<file path="src/rtl/lf_meas_ctrl_pkg.sv">
// Shared types and constants for the low-frequency counter display path
// (counter, measurement sequencer, hold register and seg7 multiplexer).
package lf_pkg;

    localparam int DIG_W = 5;
    localparam logic [DIG_W-1:0] DASH_CODE = 5'h10;

    typedef enum logic [2:0] {
        IDLE  = 3'd0,
        START = 3'd1,
        WAIT  = 3'd2,
        LOAD  = 3'd3,
        TOUT  = 3'd4,
        HOLD  = 3'd5
    } lf_state_t;

    // Index 3 is the most significant displayed digit.
    typedef logic [3:0][DIG_W-1:0] lf_digits_t;

    function automatic lf_digits_t lf_fill_digits(input logic [DIG_W-1:0] code);
        lf_digits_t digits;
        for (int i = 0; i < 4; i++) begin
            digits[i] = code;
        end
        return digits;
    endfunction

    function automatic int lf_max(input int a, input int b);
        return (a > b) ? a : b;
    endfunction

endpackage

</file>
<file path="src/rtl/lf_meas_ctrl_if.sv">
// Bundle of the sequencer's handshake and digit signals: the counter side,
// the user trigger inputs and the held digits going to the display.
interface lf_meas_ctrl_if;
    import lf_pkg::*;

    logic             run;
    logic             single;
    logic             cnt_done;
    logic [DIG_W-1:0] dig3_in;
    logic [DIG_W-1:0] dig2_in;
    logic [DIG_W-1:0] dig1_in;
    logic [DIG_W-1:0] dig0_in;
    logic             cnt_start;
    logic [DIG_W-1:0] dig3_out;
    logic [DIG_W-1:0] dig2_out;
    logic [DIG_W-1:0] dig1_out;
    logic [DIG_W-1:0] dig0_out;
    logic             load;
    logic             timeout;
    logic             busy;

    modport master (
        output run, single, cnt_done, dig3_in, dig2_in, dig1_in, dig0_in,
        input  cnt_start, dig3_out, dig2_out, dig1_out, dig0_out, load, timeout, busy
    );

    modport slave (
        input  run, single, cnt_done, dig3_in, dig2_in, dig1_in, dig0_in,
        output cnt_start, dig3_out, dig2_out, dig1_out, dig0_out, load, timeout, busy
    );

endinterface

</file>
<file path="src/rtl/lf_meas_ctrl_timer.sv">
// Shared up-counter with terminal-count compare; it saturates at the terminal
// value so it never wraps, and is cleared by the sequencer on state entry.
module lf_timer #(
    parameter int W = 4
) (
    input  logic         clk,
    input  logic         reset,
    input  logic         i_clear,
    input  logic         i_inc,
    input  logic [W-1:0] i_terminal,
    output logic         o_tc
);

    logic [W-1:0] r_count;

    assign o_tc = (r_count == i_terminal);

    always_ff @(posedge clk) begin
        if (reset || i_clear) begin
            r_count <= '0;
        end else if (i_inc && !o_tc) begin
            r_count <= r_count + W'(1);
        end
    end

endmodule

</file>
<file path="src/rtl/lf_meas_ctrl.sv">
// Measurement sequencer: trigger counter, wait for done or timeout, latch digits, hold.
// Optional macro LF_CTRL_CHANGE_ONLY_EN: only pulse load when the displayed value changes.
module lf_meas_ctrl
    import lf_pkg::*;
#(
    parameter int HOLD_CYCLES    = 50000000,
    parameter int TIMEOUT_CYCLES = 200000000
) (
    input  logic          clk,
    input  logic          reset,
    lf_meas_ctrl_if.slave bus
);

    localparam int TIMER_W = $clog2(lf_max(HOLD_CYCLES, TIMEOUT_CYCLES));
    localparam logic [TIMER_W-1:0] HOLD_TC = TIMER_W'(HOLD_CYCLES - 1);
    localparam logic [TIMER_W-1:0] TOUT_TC = TIMER_W'(TIMEOUT_CYCLES - 1);

    lf_state_t          r_state;
    lf_state_t          w_nextState;
    logic               w_timerClear;
    logic               w_timerInc;
    logic [TIMER_W-1:0] w_terminal;
    logic               w_timerTc;

    lf_digits_t         w_digIn;
    lf_digits_t         r_digits;
    lf_digits_t         w_nextDigits;
    logic               w_loadEnable;
    logic               w_nextLoad;
    logic               w_nextTimeout;
    logic               r_load;
    logic               r_timeout;
    logic               r_cntStart;
    logic               r_busy;

    assign w_digIn = {bus.dig3_in, bus.dig2_in, bus.dig1_in, bus.dig0_in};

    assign bus.cnt_start = r_cntStart;
    assign bus.load      = r_load;
    assign bus.timeout   = r_timeout;
    assign bus.busy      = r_busy;
    assign bus.dig3_out  = r_digits[3];
    assign bus.dig2_out  = r_digits[2];
    assign bus.dig1_out  = r_digits[1];
    assign bus.dig0_out  = r_digits[0];

    lf_timer #(
        .W (TIMER_W)
    ) u_timer (
        .clk        (clk),
        .reset      (reset),
        .i_clear    (w_timerClear),
        .i_inc      (w_timerInc),
        .i_terminal (w_terminal),
        .o_tc       (w_timerTc)
    );

    always_ff @(posedge clk) begin
        if (reset) begin
            r_state <= IDLE;
        end else begin
            r_state <= w_nextState;
        end
    end

    // One timer serves both WAIT (timeout) and HOLD; it is zeroed in every other state.
    always_comb begin
        w_nextState  = r_state;
        w_timerClear = 1'b0;
        w_timerInc   = 1'b0;
        w_terminal   = TOUT_TC;
        case (r_state)
            IDLE: begin
                w_timerClear = 1'b1;
                if (bus.run || bus.single) begin
                    w_nextState = START;
                end
            end
            START: begin
                w_timerClear = 1'b1;
                w_nextState  = WAIT;
            end
            WAIT: begin
                w_timerInc = 1'b1;
                if (bus.cnt_done) begin
                    w_nextState = LOAD;
                end else if (w_timerTc) begin
                    w_nextState = TOUT;
                end
            end
            LOAD, TOUT: begin
                w_timerClear = 1'b1;
                w_nextState  = HOLD;
            end
            HOLD: begin
                w_timerInc = 1'b1;
                w_terminal = HOLD_TC;
                if (w_timerTc) begin
                    w_nextState = bus.run ? START : IDLE;
                end
            end
            default: begin
                w_timerClear = 1'b1;
                w_nextState  = IDLE;
            end
        endcase
    end

`ifdef LF_CTRL_CHANGE_ONLY_EN
    assign w_loadEnable = (w_digIn != r_digits) || r_timeout;
`else
    assign w_loadEnable = 1'b1;
`endif

    // Digits are captured straight into the hold register on the WAIT exit edge,
    // so load and the new digits appear together one cycle after cnt_done.
    always_comb begin
        w_nextDigits  = r_digits;
        w_nextLoad    = 1'b0;
        w_nextTimeout = r_timeout;
        if (r_state == WAIT && w_nextState == LOAD) begin
            if (w_loadEnable) begin
                w_nextDigits  = w_digIn;
                w_nextLoad    = 1'b1;
                w_nextTimeout = 1'b0;
            end
        end else if (r_state == WAIT && w_nextState == TOUT) begin
            w_nextDigits  = lf_fill_digits(DASH_CODE);
            w_nextLoad    = 1'b1;
            w_nextTimeout = 1'b1;
        end
    end

    always_ff @(posedge clk) begin
        if (reset) begin
            r_cntStart <= 1'b0;
            r_busy     <= 1'b0;
            r_load     <= 1'b0;
            r_timeout  <= 1'b0;
            r_digits   <= '0;
        end else begin
            r_cntStart <= (w_nextState == START);
            r_busy     <= (w_nextState != IDLE);
            r_load     <= w_nextLoad;
            r_timeout  <= w_nextTimeout;
            r_digits   <= w_nextDigits;
        end
    end

endmodule

</file>
<file path="src/flat_wrapper.sv">
// flat-port wrapper written by rule: the top's interface ports become plain ports
module lf_meas_ctrl_flat import lf_pkg::*;
#(
    parameter int HOLD_CYCLES    = 50000000,
    parameter int TIMEOUT_CYCLES = 200000000
)
  (clk, reset, bus_run, bus_single, bus_cnt_done, bus_dig3_in, bus_dig2_in, bus_dig1_in, bus_dig0_in, bus_cnt_start, bus_dig3_out, bus_dig2_out, bus_dig1_out, bus_dig0_out, bus_load, bus_timeout, bus_busy);
  lf_meas_ctrl_if bus_i ();
  input  logic clk;
  input  logic reset;
  input wire logic [$bits(bus_i.run)-1:0] bus_run;
  input wire logic [$bits(bus_i.single)-1:0] bus_single;
  input wire logic [$bits(bus_i.cnt_done)-1:0] bus_cnt_done;
  input wire logic [$bits(bus_i.dig3_in)-1:0] bus_dig3_in;
  input wire logic [$bits(bus_i.dig2_in)-1:0] bus_dig2_in;
  input wire logic [$bits(bus_i.dig1_in)-1:0] bus_dig1_in;
  input wire logic [$bits(bus_i.dig0_in)-1:0] bus_dig0_in;
  output wire logic [$bits(bus_i.cnt_start)-1:0] bus_cnt_start;
  output wire logic [$bits(bus_i.dig3_out)-1:0] bus_dig3_out;
  output wire logic [$bits(bus_i.dig2_out)-1:0] bus_dig2_out;
  output wire logic [$bits(bus_i.dig1_out)-1:0] bus_dig1_out;
  output wire logic [$bits(bus_i.dig0_out)-1:0] bus_dig0_out;
  output wire logic [$bits(bus_i.load)-1:0] bus_load;
  output wire logic [$bits(bus_i.timeout)-1:0] bus_timeout;
  output wire logic [$bits(bus_i.busy)-1:0] bus_busy;
  assign bus_i.run = bus_run;
  assign bus_i.single = bus_single;
  assign bus_i.cnt_done = bus_cnt_done;
  assign bus_i.dig3_in = bus_dig3_in;
  assign bus_i.dig2_in = bus_dig2_in;
  assign bus_i.dig1_in = bus_dig1_in;
  assign bus_i.dig0_in = bus_dig0_in;
  assign bus_cnt_start = bus_i.cnt_start;
  assign bus_dig3_out = bus_i.dig3_out;
  assign bus_dig2_out = bus_i.dig2_out;
  assign bus_dig1_out = bus_i.dig1_out;
  assign bus_dig0_out = bus_i.dig0_out;
  assign bus_load = bus_i.load;
  assign bus_timeout = bus_i.timeout;
  assign bus_busy = bus_i.busy;
  lf_meas_ctrl #(.HOLD_CYCLES(HOLD_CYCLES), .TIMEOUT_CYCLES(TIMEOUT_CYCLES)) u_core (.clk(clk), .reset(reset), .bus(bus_i));
endmodule
</file>
<file path="config.mk">
export PLATFORM = sky130hd
export DESIGN_NAME = lf_meas_ctrl_flat
export DESIGN_NICKNAME = d
export VERILOG_FILES = /design/src/rtl/lf_meas_ctrl_pkg.sv /design/src/rtl/lf_meas_ctrl_if.sv /design/src/rtl/lf_meas_ctrl_timer.sv /design/src/rtl/lf_meas_ctrl.sv /design/src/flat_wrapper.sv
export SDC_FILE = /design/constraint.sdc
export NUM_CORES = 1
export LEC_CHECK = 0
export ABC_AREA = 1
export CAP_MARGIN = 20
export CORE_MARGIN = 3
export CORE_UTILIZATION = 53
export CTS_CLUSTER_SIZE = 16
export DETAILED_ROUTE_END_ITERATION = 10
export GPL_ROUTABILITY_DRIVEN = 1
export PLACE_DENSITY = 0.87
export RECOVER_POWER = 50
export SYNTH_ARGS = -nofsm -noshare
export SYNTH_HDL_FRONTEND = slang
export SYNTH_SLANG_ARGS = --single-unit
</file>
<file path="constraint.sdc">
create_clock -name clk -period 2.1 [get_ports clk]
set_input_delay 0.42 -clock clk [delete_from_list [all_inputs] [get_ports clk]]
set_output_delay 0.42 -clock clk [all_outputs]
set_load 0.05 [all_outputs]
</file>
==> summary.txt, run 1 <==
Drt
  • Avg WL per Cell: 13.5 µm
  • Pre-antenna DRT Iters: 5
  • Antenna-violating nets left: 0
  • Drt first-iter violations: 176
  • Wire length on met1: 3310 µm
  • Vias: 2951
  • Met3 routed WL: 436 µm
  • DRT Wirelength: 7670 µm
  • Wire length on met2: 3740 µm
  • DR DRC count: 0
  • Avg Vias per Cell: 5.20
  • Highest metal used: met4

GRT
  • Largest net degree at the start of global routing: 29
  • Gr ovfl total: 0
  • Initial antenna violation count: 0
  • Gr usage total: 0.246
  • First-pass GRT wire length: 12700 µm
  • Vias in the first global route: 2816

Timing
  • Final setup margin: 105 ps
  • RSZ-0062 raised after global routing: false
  • Hold Slack: 469 ps
  • Peak Freq: 501 MHz
  • Final Hold Viols: 0
  • Final setup violating endpoints: 0
  • Slew @ Worst Pin: 532 ps
  • Final worst-path cycle share: 0.950
  • Worst rel slew slack: 0.644
  • Max Transition Viols Final: 0
  • Crit path time final: 1990 ps
  • Sum of negative setup slack: 0 ps
  • Worst Skew: 6.43 ps

Logic synthesis
  • Cell taking the most area after synthesis: dfxtp_1
  • Top post-synthesis cells by area: dfxtp_1 (37%), nand2_1 (18%), nor2_1 (5.9%)
  • Count leader, synth: nand2_1
  • Share of the synthesized area in the top cell type: 0.366
  • Post-synthesis mux area share: 0
  • Synth Area in Simple Gates: 0.357
  • Mean Syn Cell Area: 6.69 µm²
  • Synth top cells by count: nand2_1 (144), dfxtp_1 (55), nor2_1 (47)
  • Synth Instances: 450
  • Post-Synth Adder-Cell Area: 0.00416
  • #FFs+latches synth: 55
  • Compound-gate portion of the synthesized area: 0.144
  • Post-synth EDFFs: 0
  • Largest family of logic cells by synthesized area: simple AND/OR/NAND/NOR gates
  • Ys flop type: dfxtp_1
  • Unique masters post-synth: 29
  • Syn_nets: 476
  • XOR/XNOR share of the synthesized area: 0.0407
  • Ys Warns: 0
  • Sequential cell area fraction in the yosys report: 0.366
  • Post-synthesis async set-or-reset flop share: 0
  • Mapped cell area: 0.00301 mm²

Clock network
  • Longest Clk Path Bufs: 2
  • CTS root buffer: clkbuf_8
  • CTS sink cnt: 55
  • CTS clk-pin slew, worst paths: 110 ps
  • CTS tree: built
  • Cts hold-fix bufs: 0
  • Worst skew pair latency: 320 ps
  • TritonCTS Buffers: 5
  • Htree depth: 2

Worst setup path
  • Startpoint Class: flip-flop
  • R2r setup slk: 210 ps
  • Worst-path cell chain: dlygate4sd3_1
  • CP endpoint kind: primary output
  • Data required time at the worst endpoint: 1680 ps
  • Largest delay share family, worst path: buffers and inverters
  • CP max-delay cell: dlygate4sd3_1
  • Worst stage delay on the critical path: 900 ps
  • Worst-path maximum fanout: 2
  • CP Class: reg2out
  • CP Data Arrival Time: 1570 ps
  • Buffers & Inverters on Critical Path: 1

Floorplan
  • Chip height: 81.4 µm
  • Core area: 0.00530 mm²
  • Die area: 0.00662 mm²
  • Ports: 49
  • Die W: 81.4 µm
  • # rows: 26
  • Initial Utilization: 0.567

Power and ir drop
  • Total power: 2.28 mW
  • Static leakage: 1.37 nW
  • Cell area power density: 629 mW/mm²
  • Worst vdd ir: 412 µV

Layout
  • Share of cells above drive strength 1: 0.120
  • Final Util: 0.685
  • Nets: 523
  • # fillers: 466
  • Area Overhead vs Synth: 20.6%
  • # diodes: 0

Flow run
  • Number of max-cap violations: 0

Run status
  • Status: finished clean

Place
  • I/O Buffers: 48
  • Dpl hpwl: 5880 µm
  • DP Worst Slack: 189 ps
  • Gp weighted congestion: 0.907

Hold path
  • Hold crit path type: reg2reg
layout make-up:
class / count / area [µm²] / share of cell area
inverter: 46 / 175 / 0.0483
clock inverter: 3 / 27.5 / 0.00758
clock buffer: 5 / 68.8 / 0.0190
sequential: 55 / 1100 / 0.304
timing repair buffer: 54 / 526 / 0.145
multi-input combinational: 335 / 1640 / 0.453
tap: 70 / 87.6 / 0.0241
per-layer routing:
| layer | vias up | global-route usage |
|---|---|---|
| li1 | 1520 | - |
| met1 | 1319 | 0.304 |
| met2 | 92 | 0.414 |
| met3 | 20 | 0.0554 |
| met4 | 0 | 0.0929 |
| met5 | - | 0 |
power breakdown:
group	switching [mW]	internal, mW
Clock	0.385	0.248
Combinational	0.364	0.165
Sequential	0.0290	1.09
Total	0.778	1.50
placed cells by master, fill, tap and decap left out, types with 4 or more instances in the layout:
master,n
a21oi_1,30
a21oi_2,20
buf_4,6
clkbuf_8,5
clkdlybuf4s50_1,25
dfxtp_1,54
dlygate4sd3_1,23
inv_1,36
inv_2,8
nand2_1,144
nand2_2,4
nand3_1,26
nand4_1,4
nor2_1,47
nor2_2,6
nor3_1,10
o21ai_0,12
o21bai_1,5
xor2_1,12
flip-flops by register name, summed over array words and instances, names as in the netlist:
register / count
u_core.u_timer.r_count: 28
u_core.bus.dig0_out: 5
u_core.bus.dig1_out: 5
u_core.bus.dig2_out: 5
u_core.bus.dig3_out: 5
u_core.r_state: 3
u_core.bus.busy: 1
u_core.bus.cnt_start: 1
u_core.bus.load: 1
u_core.bus.timeout: 1
cell families (layout without fill, tap and decap cells):
group                    after synthesis  after routing
AO/OA/AOI/OAI                         69             69
XOR/XNOR                              14             14
adder cells (fa/ha/maj)                1              1
buffers and inverters                 60            108
flip-flops                            55             55
AND/OR/NAND/NOR                      251            251
final timing paths:
check,start,end,cells after the start
worst min-delay path,u_core.bus.dig0_out[4],u_core.bus.dig0_out[4],2
worst min register to register,u_core.bus.dig0_out[4],u_core.bus.dig0_out[4],2
worst max-delay path,u_core.bus.dig2_out[3],bus_dig2_out[3],1
worst max register to register,u_core.u_timer.r_count[1],u_core.u_timer.r_count[10],10
through the flow:
step	area, µm²	instances
floorplan	3010	450
global placement	3530	560
detailed placement	3530	560
CTS	3630	568
global route	3630	568
finish	3630	568
repair_timing:
item,CTS,global route
buffers inserted,0,0
gates resized for setup,0,3
setup endpoints to repair,0,5
endpoints found under the hold margin,0,0
No activity file was read; power rests on OpenSTA's default activity.
==> run 2: changes to the inputs <==
--- a/config.mk
+++ b/config.mk
@@ -17,3 +17,4 @@
 export SYNTH_ARGS = -nofsm -noshare
 export SYNTH_HDL_FRONTEND = slang
 export SYNTH_SLANG_ARGS = --single-unit
+export TNS_END_PERCENT = 10
==> results of run 2 <==
No change in the layout: final DEF, timing and power equal those of run 1.
